File: src/rtl/slave_in_pkg.sv
// slave_in_pkg
//   Shared definitions for the bus slave receive path: FSM state encoding,
//   slave select codes and default field widths. The master transmit stage
//   and the slave read-return stage use the same definitions.
package slave_in_pkg;

  // FSM state encoding
  typedef logic [2:0] state_t;

  localparam state_t ST_IDLE  = 3'd0;
  localparam state_t ST_ADDR  = 3'd1;
  localparam state_t ST_BURST = 3'd2;
  localparam state_t ST_DATA  = 3'd3;
  localparam state_t ST_DONE  = 3'd4;

  // Bus select codes
  localparam logic [1:0] SLV_ID_0 = 2'b00;
  localparam logic [1:0] SLV_ID_1 = 2'b01;
  localparam logic [1:0] SLV_ID_2 = 2'b10;
  localparam logic [1:0] SLV_ID_3 = 2'b11;

  // Default field widths
  localparam int unsigned DEF_ADDR_WIDTH = 12;
  localparam int unsigned DEF_DATA_WIDTH = 8;

  // A command is valid only when exactly one of write/read is requested.
  function automatic logic single_cmd(input logic we, input logic re);
    return we ^ re;
  endfunction

endpackage

File: src/rtl/slave_in_serial_shift_rx.sv
// serial_shift_rx
//   Generic LSB-first serial-to-parallel shift register with a bit counter.
//   Each accepted bit enters at the MSB and moves down, so after WIDTH shifts
//   the first bit received sits at bit 0.
//
// Ports
//   clk_i    : clock, rising edge
//   rst_ni   : asynchronous active-low reset
//   load_i   : clear register and counter (priority over shift_i)
//   shift_i  : accept bit_i this cycle
//   bit_i    : serial input bit
//   value_o  : register contents after this cycle's load/shift; when the
//              final bit of a word is being shifted in this is the complete
//              word, otherwise it is the held word
//   full_o   : the next accepted bit completes the word
//
// WIDTH must be at least 2.
module serial_shift_rx #(
  parameter int unsigned WIDTH = 8
) (
  input  logic             clk_i,
  input  logic             rst_ni,
  input  logic             load_i,
  input  logic             shift_i,
  input  logic             bit_i,
  output logic [WIDTH-1:0] value_o,
  output logic             full_o
);

  localparam int unsigned CW = $clog2(WIDTH);

  logic [CW-1:0]    cnt_q, cnt_d;
  logic [WIDTH-1:0] sh_q, sh_d;

  assign full_o = (cnt_q == CW'(WIDTH - 1));

  always_comb begin
    sh_d  = sh_q;
    cnt_d = cnt_q;
    if (load_i) begin
      sh_d  = '0;
      cnt_d = '0;
    end else if (shift_i) begin
      sh_d  = {bit_i, sh_q[WIDTH-1:1]};
      // Counter wraps after a full word so back-to-back words need no reload.
      cnt_d = full_o ? '0 : cnt_q + CW'(1);
    end
  end

  // Exposing the next-state value lets the FSM capture a finished word on
  // the same edge that samples its last bit.
  assign value_o = sh_d;

  always_ff @(posedge clk_i or negedge rst_ni) begin
    if (!rst_ni) begin
      sh_q  <= '0;
      cnt_q <= '0;
    end else begin
      sh_q  <= sh_d;
      cnt_q <= cnt_d;
    end
  end

endmodule

File: src/rtl/slave_in.sv
// slave_in
//   Serial-to-parallel receive stage on the slave side of the system bus.
//   Deserializes address, burst number and (for writes) data beats, issuing
//   one memory write strobe per beat, or a single read request for reads.
//
// Parameters
//   SLAVE_ID   : select code this instance answers to
//   ADDR_WIDTH : address / burst-number field width
//   DATA_WIDTH : data beat width
//
// Ports
//   clk             : clock, rising edge
//   reset           : asynchronous active-low reset
//   slave_select    : target slave code from the master
//   master_valid    : qualifies the serial bits of this cycle
//   write_en/read_en: command; exactly one must be set to start
//   rx_address      : serial address, LSB first
//   rx_burst_number : serial burst number (N means N+1 beats), LSB first
//   rx_data         : serial data, LSB first, one beat at a time
//   slave_ready     : low only in the DONE cycle (and during reset)
//   rx_done         : one-cycle pulse on transfer completion
//   mem_we          : one-cycle write strobe per beat
//   mem_addr        : write address (base + beat, wrapping)
//   mem_wdata       : write data
//   rd_req          : one-cycle read request pulse
//   rd_addr         : read base address, held until the next request
//   rd_burst        : read burst number, held until the next request
module slave_in
  import slave_in_pkg::*;
#(
  parameter logic [1:0]  SLAVE_ID   = SLV_ID_0,
  parameter int unsigned ADDR_WIDTH = DEF_ADDR_WIDTH,
  parameter int unsigned DATA_WIDTH = DEF_DATA_WIDTH
) (
  input  logic                  clk,
  input  logic                  reset,
  input  logic [1:0]            slave_select,
  input  logic                  master_valid,
  input  logic                  write_en,
  input  logic                  read_en,
  input  logic                  rx_address,
  input  logic                  rx_burst_number,
  input  logic                  rx_data,
  output logic                  slave_ready,
  output logic                  rx_done,
  output logic                  mem_we,
  output logic [ADDR_WIDTH-1:0] mem_addr,
  output logic [DATA_WIDTH-1:0] mem_wdata,
  output logic                  rd_req,
  output logic [ADDR_WIDTH-1:0] rd_addr,
  output logic [ADDR_WIDTH-1:0] rd_burst
);

  state_t state_q, state_d;

  logic                  cmd_wr_q, cmd_wr_d;
  logic [ADDR_WIDTH-1:0] beat_q, beat_d;

  logic                  slave_ready_q, slave_ready_d;
  logic                  rx_done_q, rx_done_d;
  logic                  mem_we_q, mem_we_d;
  logic [ADDR_WIDTH-1:0] mem_addr_q, mem_addr_d;
  logic [DATA_WIDTH-1:0] mem_wdata_q, mem_wdata_d;
  logic                  rd_req_q, rd_req_d;
  logic [ADDR_WIDTH-1:0] rd_addr_q, rd_addr_d;
  logic [ADDR_WIDTH-1:0] rd_burst_q, rd_burst_d;

  logic start, abort, run;
  logic sh_load, a_shift, b_shift, d_shift;
  logic a_full, b_full, d_full;
  logic [ADDR_WIDTH-1:0] a_value, b_value;
  logic [DATA_WIDTH-1:0] d_value;

  assign start = master_valid && (slave_select == SLAVE_ID) &&
                 single_cmd(write_en, read_en);
  assign abort = !write_en && !read_en;
  assign run   = master_valid && !abort;

  // Shift/clear controls are kept out of the FSM block: the FSM reads the
  // shifters' value outputs, which depend on these enables.
  assign a_shift = ((state_q == ST_IDLE) && start) || ((state_q == ST_ADDR) && run);
  assign b_shift = (state_q == ST_BURST) && run;
  assign d_shift = (state_q == ST_DATA) && run;
  assign sh_load = ((state_q == ST_IDLE) && !start) ||
                   (state_q == ST_DONE) ||
                   ((state_q != ST_IDLE) && abort) ||
                   (state_q > ST_DONE);

  serial_shift_rx #(.WIDTH(ADDR_WIDTH)) u_addr_rx (
    .clk_i  (clk),
    .rst_ni (reset),
    .load_i (sh_load),
    .shift_i(a_shift),
    .bit_i  (rx_address),
    .value_o(a_value),
    .full_o (a_full)
  );

  serial_shift_rx #(.WIDTH(ADDR_WIDTH)) u_burst_rx (
    .clk_i  (clk),
    .rst_ni (reset),
    .load_i (sh_load),
    .shift_i(b_shift),
    .bit_i  (rx_burst_number),
    .value_o(b_value),
    .full_o (b_full)
  );

  serial_shift_rx #(.WIDTH(DATA_WIDTH)) u_data_rx (
    .clk_i  (clk),
    .rst_ni (reset),
    .load_i (sh_load),
    .shift_i(d_shift),
    .bit_i  (rx_data),
    .value_o(d_value),
    .full_o (d_full)
  );

  always_comb begin
    state_d     = state_q;
    cmd_wr_d    = cmd_wr_q;
    beat_d      = beat_q;
    rx_done_d   = 1'b0;
    mem_we_d    = 1'b0;
    rd_req_d    = 1'b0;
    mem_addr_d  = mem_addr_q;
    mem_wdata_d = mem_wdata_q;
    rd_addr_d   = rd_addr_q;
    rd_burst_d  = rd_burst_q;

    case (state_q)
      ST_IDLE: begin
        if (start) begin
          cmd_wr_d = write_en;
          beat_d   = '0;
          state_d  = a_full ? ST_BURST : ST_ADDR;
        end
      end

      ST_ADDR: begin
        if (abort) begin
          state_d = ST_IDLE;
        end else if (master_valid && a_full) begin
          state_d = ST_BURST;
        end
      end

      ST_BURST: begin
        if (abort) begin
          state_d = ST_IDLE;
        end else if (master_valid && b_full) begin
          if (cmd_wr_q) begin
            state_d = ST_DATA;
          end else begin
            rd_req_d   = 1'b1;
            rx_done_d  = 1'b1;
            rd_addr_d  = a_value;
            rd_burst_d = b_value;
            state_d    = ST_DONE;
          end
        end
      end

      ST_DATA: begin
        if (abort) begin
          state_d = ST_IDLE;
        end else if (master_valid && d_full) begin
          mem_we_d    = 1'b1;
          mem_addr_d  = a_value + beat_q;
          mem_wdata_d = d_value;
          beat_d      = beat_q + ADDR_WIDTH'(1);
          if (beat_q == b_value) begin
            rx_done_d = 1'b1;
            state_d   = ST_DONE;
          end
        end
      end

      ST_DONE: state_d = ST_IDLE;

      default: state_d = ST_IDLE;
    endcase

    slave_ready_d = (state_d != ST_DONE);
  end

  always_ff @(posedge clk or negedge reset) begin
    if (!reset) begin
      state_q       <= ST_IDLE;
      cmd_wr_q      <= 1'b0;
      beat_q        <= '0;
      slave_ready_q <= 1'b0;
      rx_done_q     <= 1'b0;
      mem_we_q      <= 1'b0;
      mem_addr_q    <= '0;
      mem_wdata_q   <= '0;
      rd_req_q      <= 1'b0;
      rd_addr_q     <= '0;
      rd_burst_q    <= '0;
    end else begin
      state_q       <= state_d;
      cmd_wr_q      <= cmd_wr_d;
      beat_q        <= beat_d;
      slave_ready_q <= slave_ready_d;
      rx_done_q     <= rx_done_d;
      mem_we_q      <= mem_we_d;
      mem_addr_q    <= mem_addr_d;
      mem_wdata_q   <= mem_wdata_d;
      rd_req_q      <= rd_req_d;
      rd_addr_q     <= rd_addr_d;
      rd_burst_q    <= rd_burst_d;
    end
  end

  assign slave_ready = slave_ready_q;
  assign rx_done     = rx_done_q;
  assign mem_we      = mem_we_q;
  assign mem_addr    = mem_addr_q;
  assign mem_wdata   = mem_wdata_q;
  assign rd_req      = rd_req_q;
  assign rd_addr     = rd_addr_q;
  assign rd_burst    = rd_burst_q;

endmodule

File: config.mk
export PLATFORM = sky130hd
export DESIGN_NAME = slave_in
export DESIGN_NICKNAME = d
export VERILOG_FILES = /design/src/rtl/slave_in_pkg.sv /design/src/rtl/slave_in_serial_shift_rx.sv /design/src/rtl/slave_in.sv
export SDC_FILE = /design/constraint.sdc
export NUM_CORES = 1
export LEC_CHECK = 0
export ABC_AREA = 1
export BUFFER_PORTS_ARGS = -buffer_cell sky130_fd_sc_hd__buf_2
export CAP_MARGIN = 5
export CORE_UTILIZATION = 45
export CTS_CLUSTER_DIAMETER = 80
export DETAILED_ROUTE_END_ITERATION = 12
export PLACE_DENSITY = 0.74
export SKIP_LAST_GASP = 1
export SLEW_MARGIN = 0
export SYNTH_ARGS = -nofsm -noshare
export SYNTH_HDL_FRONTEND = slang
export SYNTH_SLANG_ARGS = --single-unit
File: constraint.sdc
create_clock -name clk -period 3.1 [get_ports clk]
set_input_delay 0.93 -clock clk [delete_from_list [all_inputs] [get_ports clk]]
set_output_delay 0.93 -clock clk [all_outputs]
set_load 0.05 [all_outputs]
# After elaboration in Yosys (flattened, before gate mapping)
# Index checks and enable logic that the tools add are counted.
# W data, S select, Z words.
[totals]
in_bits = 10
reg_bits = 107
wordCells = 111
output_inout_bits = 48
[classes]
bitwise_logic = 3
addsub = 5
reduce_logical = 32
mux = 41
order_cmp = 1
n_eq_ne = 12
[op_table]
columns = ["op", "count"]
rows = [
  ["$mux W12", 7],
  ["$mux W3", 12],
  ["$mux W4", 6],
  ["$pmux W12 S2", 1],
  ["$mux W8", 2],
  ["$logic_and A1 B1 Y1", 13],
  ["$add A12 B1 Y12 const B", 1],
  ["$add A12 B12 Y12", 1],
  ["$eq A12 B12 Y1", 1],
  ["$pmux W3 S4", 1],
  ["$mux W1", 10],
  ["$add A4 B1 Y4 const B", 2],
  ["$eq A4 B4 Y1 const B", 2],
  ["$reduce_and A4 Y1", 2],
  ["$reduce_bool A2 Y1", 4],
  ["$eq A3 B2 Y1 const B", 2],
  ["$eq A3 B3 Y1 const B", 2],
  ["$logic_not A1 Y1", 4],
  ["$logic_or A1 B1 Y1", 4],
  ["$ne A2 B2 Y1 const B", 2],
  ["$add A3 B1 Y3 const B", 1],
  ["$eq A3 B1 Y1 const B", 1],
  ["$gt A3 B3 Y1 const B", 1],
  ["$logic_not A3 Y1", 1],
  ["other kinds (10)", 11],
]

# Depth between registers and ports, before layout
# Gate-level depths: netlist of run 1.
[depth]
word_depth = 15
mapped_depth = 20
ltp_nobuf = 18

# Cells and area by module
# From an unflattened synthesis of run 1, not the netlist that was laid out.
[hier_totals]
hier_cells = 695
area_unflattened_um2 = 5556.6
[modules_own_cells]
columns = ["module", "cells_per_inst", "n_inst", "area_each_um2"]
rows = [
  ["slave_in", 506, 1, 3683.5],
  ["serial_shift_rx (u_addr_rx ...)", 68, 2, 698.2],
  ["serial_shift_rx (u_data_rx)", 53, 1, 476.7],
]

# Worst setup path before layout of run 1
# OpenSTA, ideal clock, no wires.
[synth_timing]
path_type = "input -> register"
from = "input write_en"
to = "register mem_addr_q[8], in the netlist mem_addr[8]"
stages = 19
arrival_ns = 3.315
setup_slack_ns = -0.349
setup_ns = 0.134
required_ns = 2.966
path_cell_list = "inv_1 -> ha_1 -> buf_2 -> nor2_1 -> o21ai_0 -> nand2_2 -> buf_6 -> buf_6 -> buf_2 -> o21ai_0 -> nor2_1 -> ha_1 -> a21oi_1 -> o21ai_0 -> a21oi_1 -> nor2_1 -> nor2_1 -> xor2_1 -> o21ai_0"
[synth_between]
elab_chain_len = 9
[synth_rtl]
columns = ["element", "line_no", "rtl"]
rows = [
  ["start: declaration", "slave_in.sv:39", "input logic write_en,"],
  ["$logic_not A1 Y1 or $xor A1 B1 Y1 (tied branches)", "slave_in.sv:76, slave_in_pkg.sv:28", ""],
  ["$logic_and A1 B1 Y1, on equally long branches", "slave_in.sv:76, slave_in.sv:74", ""],
  ["$logic_not A1 Y1, on equally long branches", "slave_in.sv:77, slave_in.sv:84", ""],
  ["$logic_and A1 B1 Y1, on equally long branches", "slave_in.sv:77, slave_in.sv:84", ""],
  ["$logic_and A1 B1 Y1 or $logic_or A1 B1 Y1 (tied branches)", "slave_in.sv:81, slave_in.sv:84", ""],
  ["$logic_or A1 B1 Y1, on equally long branches", "slave_in.sv:81, slave_in.sv:85", ""],
  ["$mux W12 or $logic_or A1 B1 Y1 (tied branches)", "slave_in_serial_shift_rx.sv:43, slave_in.sv:86", ""],
  ["$mux W12 *", "slave_in_serial_shift_rx.sv:40", "if (load_i) begin"],
  ["named net a_value[3]", "slave_in.sv:71", "logic [ADDR_WIDTH-1:0] a_value, b_value;"],
  ["$add A12 B12 Y12 *", "slave_in.sv:169", "mem_addr_d = a_value + beat_q;"],
  ["end signal: assignment", "slave_in.sv:207", "mem_addr_q <= mem_addr_d;"],
  ["end: declaration", "slave_in.sv:62", "logic [ADDR_WIDTH-1:0] mem_addr_q, mem_addr_d;"],
]
# Mark *: on every way through the listed nets, which the timed path passes. The rest lies on a longest branch.
# A chain may end at the register's enable or synchronous reset.

# Worst setup path after layout of run 1
[layout_timing]
from = "input read_en"
to = "register mem_addr_q[5], in the netlist mem_addr[5]"
[layout_between]
elab_chain_len = 9
[layout_rtl]
columns = ["element", "line_no", "rtl"]
rows = [
  ["start: declaration", "slave_in.sv:40", "input logic read_en,"],
  ["$logic_not A1 Y1 or $xor A1 B1 Y1 (tied branches)", "slave_in.sv:76, slave_in_pkg.sv:28", ""],
  ["$logic_and A1 B1 Y1, on equally long branches", "slave_in.sv:76, slave_in.sv:74", ""],
  ["$logic_not A1 Y1, on equally long branches", "slave_in.sv:77, slave_in.sv:84", ""],
  ["$logic_and A1 B1 Y1, on equally long branches", "slave_in.sv:77, slave_in.sv:84", ""],
  ["$logic_and A1 B1 Y1 or $logic_or A1 B1 Y1 (tied branches)", "slave_in.sv:81, slave_in.sv:84", ""],
  ["$logic_or A1 B1 Y1, on equally long branches", "slave_in.sv:81, slave_in.sv:85", ""],
  ["$mux W12 or $logic_or A1 B1 Y1 (tied branches)", "slave_in_serial_shift_rx.sv:43, slave_in.sv:86", ""],
  ["$mux W12 *", "slave_in_serial_shift_rx.sv:40", ""],
  ["named net a_value[3]", "slave_in.sv:71", ""],
  ["$add A12 B12 Y12 *", "slave_in.sv:169", ""],
]
# Marks and branches as above.

==> results of run 1 <==
==> sequential cells by signal (all words and copies together) (netlist names) <==
signal / flops
beat_q: 12
cmd_wr_q: 1
mem_addr: 12
mem_wdata: 8
mem_we: 1
rd_addr: 12
rd_burst: 12
rd_req: 1
rx_done: 1
slave_ready: 1
state_q: 3
u_addr_rx.cnt_q: 4
u_addr_rx.sh_q: 12
u_burst_rx.cnt_q: 4
u_burst_rx.sh_q: 12
u_data_rx.cnt_q: 3
u_data_rx.sh_q: 7
==> worst max-delay path: cells and delay by family <==
| family | cells | cell delay (ns) |
|---|---|---|
| compound gates | 3 | 0.53 |
| fa+ha+maj | 2 | 0.54 |
| buf+inv | 4 | 0.41 |
| simple gates | 8 | 0.87 |
==> how the worst min path moves through the flow <==
stage,slack (ns),depth (start not counted),endpoint,start
detailed placement,0.46,2,rd_addr[10],rd_addr[10]
global placement,0.45,2,rd_addr[5],rd_addr[5]
CTS,0.48,2,rd_addr[10],rd_addr[10]
global route,0.50,2,rd_addr[10],rd_addr[10]
floorplan,0.45,1,u_data_rx.cnt_q[0],u_data_rx.cnt_q[0]
finish,0.47,2,rd_addr[7],rd_addr[7]
==> synth_stat cells, types with 3 or more instances <==
library cell | n | area share
nor2_2 | 5 | 0.0059
a31oi_1 | 3 | 0.0035
nor2_4 | 5 | 0.011
xor2_1 | 7 | 0.012
dfrtp_1 | 106 | 0.50
nand4_1 | 6 | 0.0071
nand3_1 | 32 | 0.030
nand3_2 | 3 | 0.0057
nor2_1 | 46 | 0.033
inv_1 | 73 | 0.052
clkbuf_1 | 9 | 0.0064
nand2_4 | 3 | 0.0064
ha_1 | 17 | 0.040
nor3_1 | 13 | 0.012
nand2_1 | 172 | 0.12
nand2_2 | 4 | 0.0047
buf_2 | 8 | 0.0076
o21ai_1 | 3 | 0.0028
o21ai_0 | 66 | 0.062
a21oi_1 | 26 | 0.025
o21bai_1 | 9 | 0.013
a22oi_1 | 3 | 0.0043
==> power by group through the flow <==
stage / clock [mW] / combinational (mW) / sequential (mW)
after floorplan: 0 / 0.320 / 1.49
after global placement: 0 / 0.487 / 1.51
after detailed placement: 0 / 0.505 / 1.51
after CTS: 1.11 / 0.509 / 1.49
after global routing: 1.17 / 0.622 / 1.50
final: 1.10 / 0.565 / 1.50
==> what timing repair did <==
item / 4_1_cts / 5_1_grt
resized for setup: 0 / 44
endpoints found under the setup margin: 0 / 8
setup buffers: 0 / 4
==> cell type report <==
cell class | count | share of cell area
sequential | 106 | 0.400
multi-input combinational | 437 | 0.374
timing repair buffer | 111 | 0.108
inverter | 77 | 0.0474
clock buffer | 11 | 0.0366
tap | 143 | 0.0270
clock inverter | 5 | 0.00566
timing repair inverter | 1 | 0.00113
==> per-layer routing <==
layer | vias up | GRT usage | part of all wire | routed length (µm)
met5 | - | 0 | 0 | 0
met4 | 0 | 0.0658 | 0.022 | 280
met3 | 24 | 0.0384 | 0.039 | 501
met2 | 113 | 0.376 | 0.51 | 6630
met1 | 2273 | 0.263 | 0.43 | 5480
li1 | 2268 | - | - | -
==> cell families after synthesis <==
family | Yosys count
AND/OR/NAND/NOR | 295
AO/OA/AOI/OAI | 115
flip-flops | 106
buffers and inverters | 97
adder cells (fa/ha/maj) | 18
XOR/XNOR | 9
==> results.py, run 1 <==
metrics = {
    "sta": {
        "tightestPinTransition_ns": 0.640,
        "hold_ws_ns": 0.475,
        "timing.final.crit_share": 0.978,
        "min_period_ns": 3.03,
        "setup_ws_ns": 0.0688,
        "finalHoldViolations": 0,
        "fmax_ghz": 0.330,
        "drv_slew": 0,
        "slew_headroom": 0.571,
        "rsz0062_at_grt": "yes",
        "skew_ns": 0.00505,
        "finalSetupViolCount": 0,
        "setup_tns_ns": 0,
    },
    "synthesis": {
        "synth-xor-area-share": 0.0149,
        "ys_seq_area_frac": 0.501,
        "yosys-mux-area-fraction": 0,
        "yosys_warnings": 0,
        "synthCells": 640,
        "yosys.area_share.simple": 0.248,
        "avgSynthCellArea_um2": 8.27,
        "synth_adder_area_share": 0.0440,
        "yosys.cell_types.count": 37,
        "synth_fp_nets": 668,
        "synth_compound_gate_area_share": 0.117,
        "synth_top_family_by_area": "simple AND/OR/NAND/NOR gates",
        "synth_area_um2": 5290,
        "synth-async-reset-ratio": 1.00,
        "synth-edff-count": 0,
        "synth_seq_cells": 106,
        "synth_flop_cell": "dfrtp_1",
    },
    "global_route": {
        "track_usage": 0.212,
        "grt_max_degree": 43,
        "first_global_vias": 4602,
        "gr-total-overflow": 0,
        "antenna_found_initial": 0,
        "grt_pass1_wl_um": 21200,
    },
    "route": {
        "drc_errors": 0,
        "first_pass_iters": 5,
        "dr_total_vias": 4678,
        "first_iter_violations": 275,
        "ant_nets": 0,
        "wirelength_um": 12900,
        "wl_per_cell_um": 14.5,
        "vias_per_cell": 5.25,
    },
    "place": {
        "dpl-instance-area_um2": 6120,
        "dp_hpwl_um": 9370,
        "place_ws_ns": -0.321,
        "place_inst": 870,
        "place.gp.congestion": 0.923,
        "io_buffers": 57,
    },
    "die": {
        "core_um2": 11400,
        "io_pins": 58,
        "die-area_um2": 12200,
        "std_cell_rows": 39,
        "die_w_um": 110,
        "die_h_um": 110,
        "initial_utilization": 0.464,
    },
    "final_layout": {
        "regArea_um2": 2650,
        "fin_nets": 771,
        "diodes": 0,
        "final_common_cell": "nand2_1",
        "multi_input_area_um2": 2480,
        "area_growth_pct": 25.2,
        "design_area_um2": 6630,
        "layout.cells.most_common_list": "168 x nand2_1, 106 x dfrtp_1, 68 x inv_1, 55 x buf_2, 54 x o21ai_0",
        "layout-drive-gt1-share": 0.258,
        "num-fill-cells": 1001,
        "postLayoutCoreUtil": 0.580,
        "fin_cells": 891,
    },
    "worst_setup_path": {
        "startpoint": "read_en",
        "cp_data_arrival_time_ns": 3.30,
        "crit_chain": "buf_2 > inv_6 > ha_4 > nand2_4 > nor2_4 > nand2_4 > nand2_8 > clkinvlp_4 > o21ai_2 > nor2_2 > ha_4 > buf_6 > nand2_1 > a21oi_1 > nor2_1 > or2_2 > a31oi_1",
        "end_kind": "register",
        "r2r_cells": 15,
        "start_kind": "input port",
        "required_ns": 3.37,
        "crit_end": "mem_addr[5]",
        "crit_fanout": 6,
        "worstSetupPathType": "in2reg",
        "rrSetupSlack_ns": 0.41,
        "regToRegEndpoint": "mem_addr[5]",
        "rr_startpoint": "state_q[1]",
        "max_stage_delay_ns": 0.29,
        "slowest_stage": "ha_4",
    },
    "pwr": {
        "power.share.clock": 0.348,
        "leakage_nw": 3.58,
        "p_per_area_nw_per_um2": 477,
        "peakVddDrop_mv": 0.271,
        "total_power_mw": 3.16,
        "power.switching_uw": 935,
        "pwr-share-seq": 0.473,
        "intPower_mw": 2.23,
        "switching_share": 0.296,
        "combPwrFrac": 0.179,
    },
    "clock_tree": {
        "hold_buffers": 0,
        "numCtsBuffers": 9,
        "htreeDepth": 3,
        "clock_sinks": 106,
        "clockBufferDepth": 2,
        "clkLatencyLatePin_ns": 0.35,
        "cts_root_buf": "clkbuf_16",
        "path_clk_slew_ns": 0.07,
        "cts_tree": "built",
    },
    "hold_path": {
        "hp-class": "reg2reg",
    },
    "status": {
        "outcome": "completed",
    },
    "flow_run": {
        "cap_violations": 0,
    },
}
Note: power is estimated with default switching activity, not from simulation.
==> run 2: changes to the inputs <==
- REMOVE_ABC_BUFFERS: default -> 1
==> results.py, run 2 (synthesis gave the netlist of run 1 again) <==
metrics = {
    "route": {
        "drc_errors": 0,
        "dr_total_vias": 4547,
        "first_iter_violations": 214,
        "vias_per_cell": 5.10,
        "wl_per_cell_um": 13.6,
        "ant_nets": 0,
        "first_pass_iters": 7,
        "wirelength_um": 12100,
    },
    "place": {
        "io_buffers": 57,
        "dp_hpwl_um": 9180,
        "place.gp.congestion": 0.892,
    },
    "sta": {
        "fmax_ghz": 0.340,
        "hold_ws_ns": 0.471,
        "min_period_ns": 2.94,
        "finalSetupViolCount": 0,
        "finalHoldViolations": 0,
        "tightestPinTransition_ns": 0.715,
        "skew_ns": 0.00596,
        "drv_slew": 0,
        "slew_headroom": 0.521,
        "timing.final.crit_share": 0.950,
    },
    "clock_tree": {
        "htreeDepth": 3,
        "path_clk_slew_ns": 0.06,
        "clockBufferDepth": 2,
        "cts_tree": "built",
        "clock_sinks": 106,
        "numCtsBuffers": 9,
        "cts_root_buf": "clkbuf_16",
        "clkLatencyLatePin_ns": 0.34,
    },
    "global_route": {
        "gr-total-overflow": 0,
        "first_global_vias": 4554,
        "grt_pass1_wl_um": 21100,
        "track_usage": 0.213,
        "grt_max_degree": 40,
        "antenna_found_initial": 0,
    },
    "worst_setup_path": {
        "start_kind": "input port",
        "required_ns": 3.30,
        "crit_fanout": 7,
        "regToRegEndpoint": "mem_addr[9]",
        "worstSetupPathType": "in2reg",
        "rrSetupSlack_ns": 0.43,
        "r2r_cells": 16,
        "cp_data_arrival_time_ns": 3.14,
        "end_kind": "register",
        "rr_startpoint": "state_q[1]",
    },
    "pwr": {
        "p_per_area_nw_per_um2": 465,
        "peakVddDrop_mv": 0.281,
        "leakage_nw": 3.58,
    },
    "final_layout": {
        "layout.cells.most_common_list": "172 x nand2_1, 106 x dfrtp_1, 68 x inv_1, 57 x o21ai_0, 57 x buf_4",
        "area_growth_pct": 21.4,
        "layout-drive-gt1-share": 0.230,
        "final_common_cell": "nand2_1",
        "postLayoutCoreUtil": 0.563,
        "diodes": 0,
        "fin_nets": 775,
    },
    "die": {
        "initial_utilization": 0.464,
        "core_um2": 11400,
        "std_cell_rows": 39,
        "die_h_um": 110,
        "die_w_um": 110,
        "io_pins": 58,
        "die-area_um2": 12200,
    },
    "hold_path": {
        "holdPathStages": 2,
        "hp-class": "reg2reg",
        "hold_start": "rd_addr[8]",
        "hold_end": "rd_addr[8]",
    },
    "status": {
        "outcome": "completed",
    },
    "flow_run": {
        "cap_violations": 0,
    },
}
## run 2: changes by cell type in the layout (fill, tap and decap cells not counted), sizes merged
cell and change:
clkinvlp -4, nand2 +1, buf +4, inv -1
## run 2: what timing repair did
action | in CTS | in global routing
hold buffers | 0 | 0
endpoints found under the hold margin | 0 | 0
pin swaps | 2 | 11
cloned | 1 | 0
setup buffers | 0 | 4
resized for setup | 5 | 27
endpoints found under the setup margin | 6 | 9
## run 2: critical path, stage by stage
cell and delay [ns]:
buf_2 0.08, inv_2 0.04, ha_4 0.25, nand2_2 0.06, nor2_4 0.09, nand2_4 0.10
nand2_1 0.16, buf_4 0.14, o21ai_0 0.07, nor2_1 0.19, ha_1 0.30, buf_4 0.15
nand2_1 0.05, nand2_1 0.06, a31oi_1 0.18, nand3_1 0.12, nand2_1 0.08, a31oi_1 0.08
## run 2: report_power, final
part           total [mW]  switching [mW]  internal (mW)
clock               0.999           0.452          0.547
sequential           1.49          0.0652           1.43
combinational       0.495           0.297          0.197
total                2.99           0.815           2.17
## run 2: per-layer routing
layer,wire [µm],vias to the layer above,part of all wire,GRT usage
li1,-,2273,-,-
met1,5680,2156,0.47,0.283
met2,5760,95,0.47,0.344
met3,447,23,0.037,0.0456
met4,249,0,0.021,0.0747
met5,0,-,0,0
## run 2: worst max path at each step
stage | startpoint | endpoint | slack, ns
3_5_place_dp | write_en | mem_addr[9] | -0.45
2_1_floorplan | write_en | mem_addr[8] | -0.52
4_1_cts | write_en | mem_addr[9] | 0.01
6_report | write_en | mem_addr[10] | 0.16
5_1_grt | write_en | mem_addr[9] | -0.02
3_3_place_gp | write_en | mem_addr[9] | -0.33
## run 2: per-stage QoR
stage	total power [mW]	setup WS (ns)	instance area [µm²]	std cells	TNS, ns
floorplan	1.78	-0.518	5190	620	-3.40
global placement	1.97	-0.331	6070	874	-2.52
detailed placement	1.99	-0.453	6070	874	-3.37
CTS	3.00	0.0104	6330	887	0
global route	3.13	-0.0227	6420	891	-0.0472
finish	2.99	0.156	6420	891	0
## run 2: layout make-up
cell class                      instances  area, µm²
Fill cell                            1046       4990
Sequential cell                       106       2650
Multi-Input combinational cell        438       2310
Timing Repair Buffer                  115        739
Inverter                               77        295
Clock buffer                           11        243
Tap cell                              143        179
Clock inverter                          1       5.00
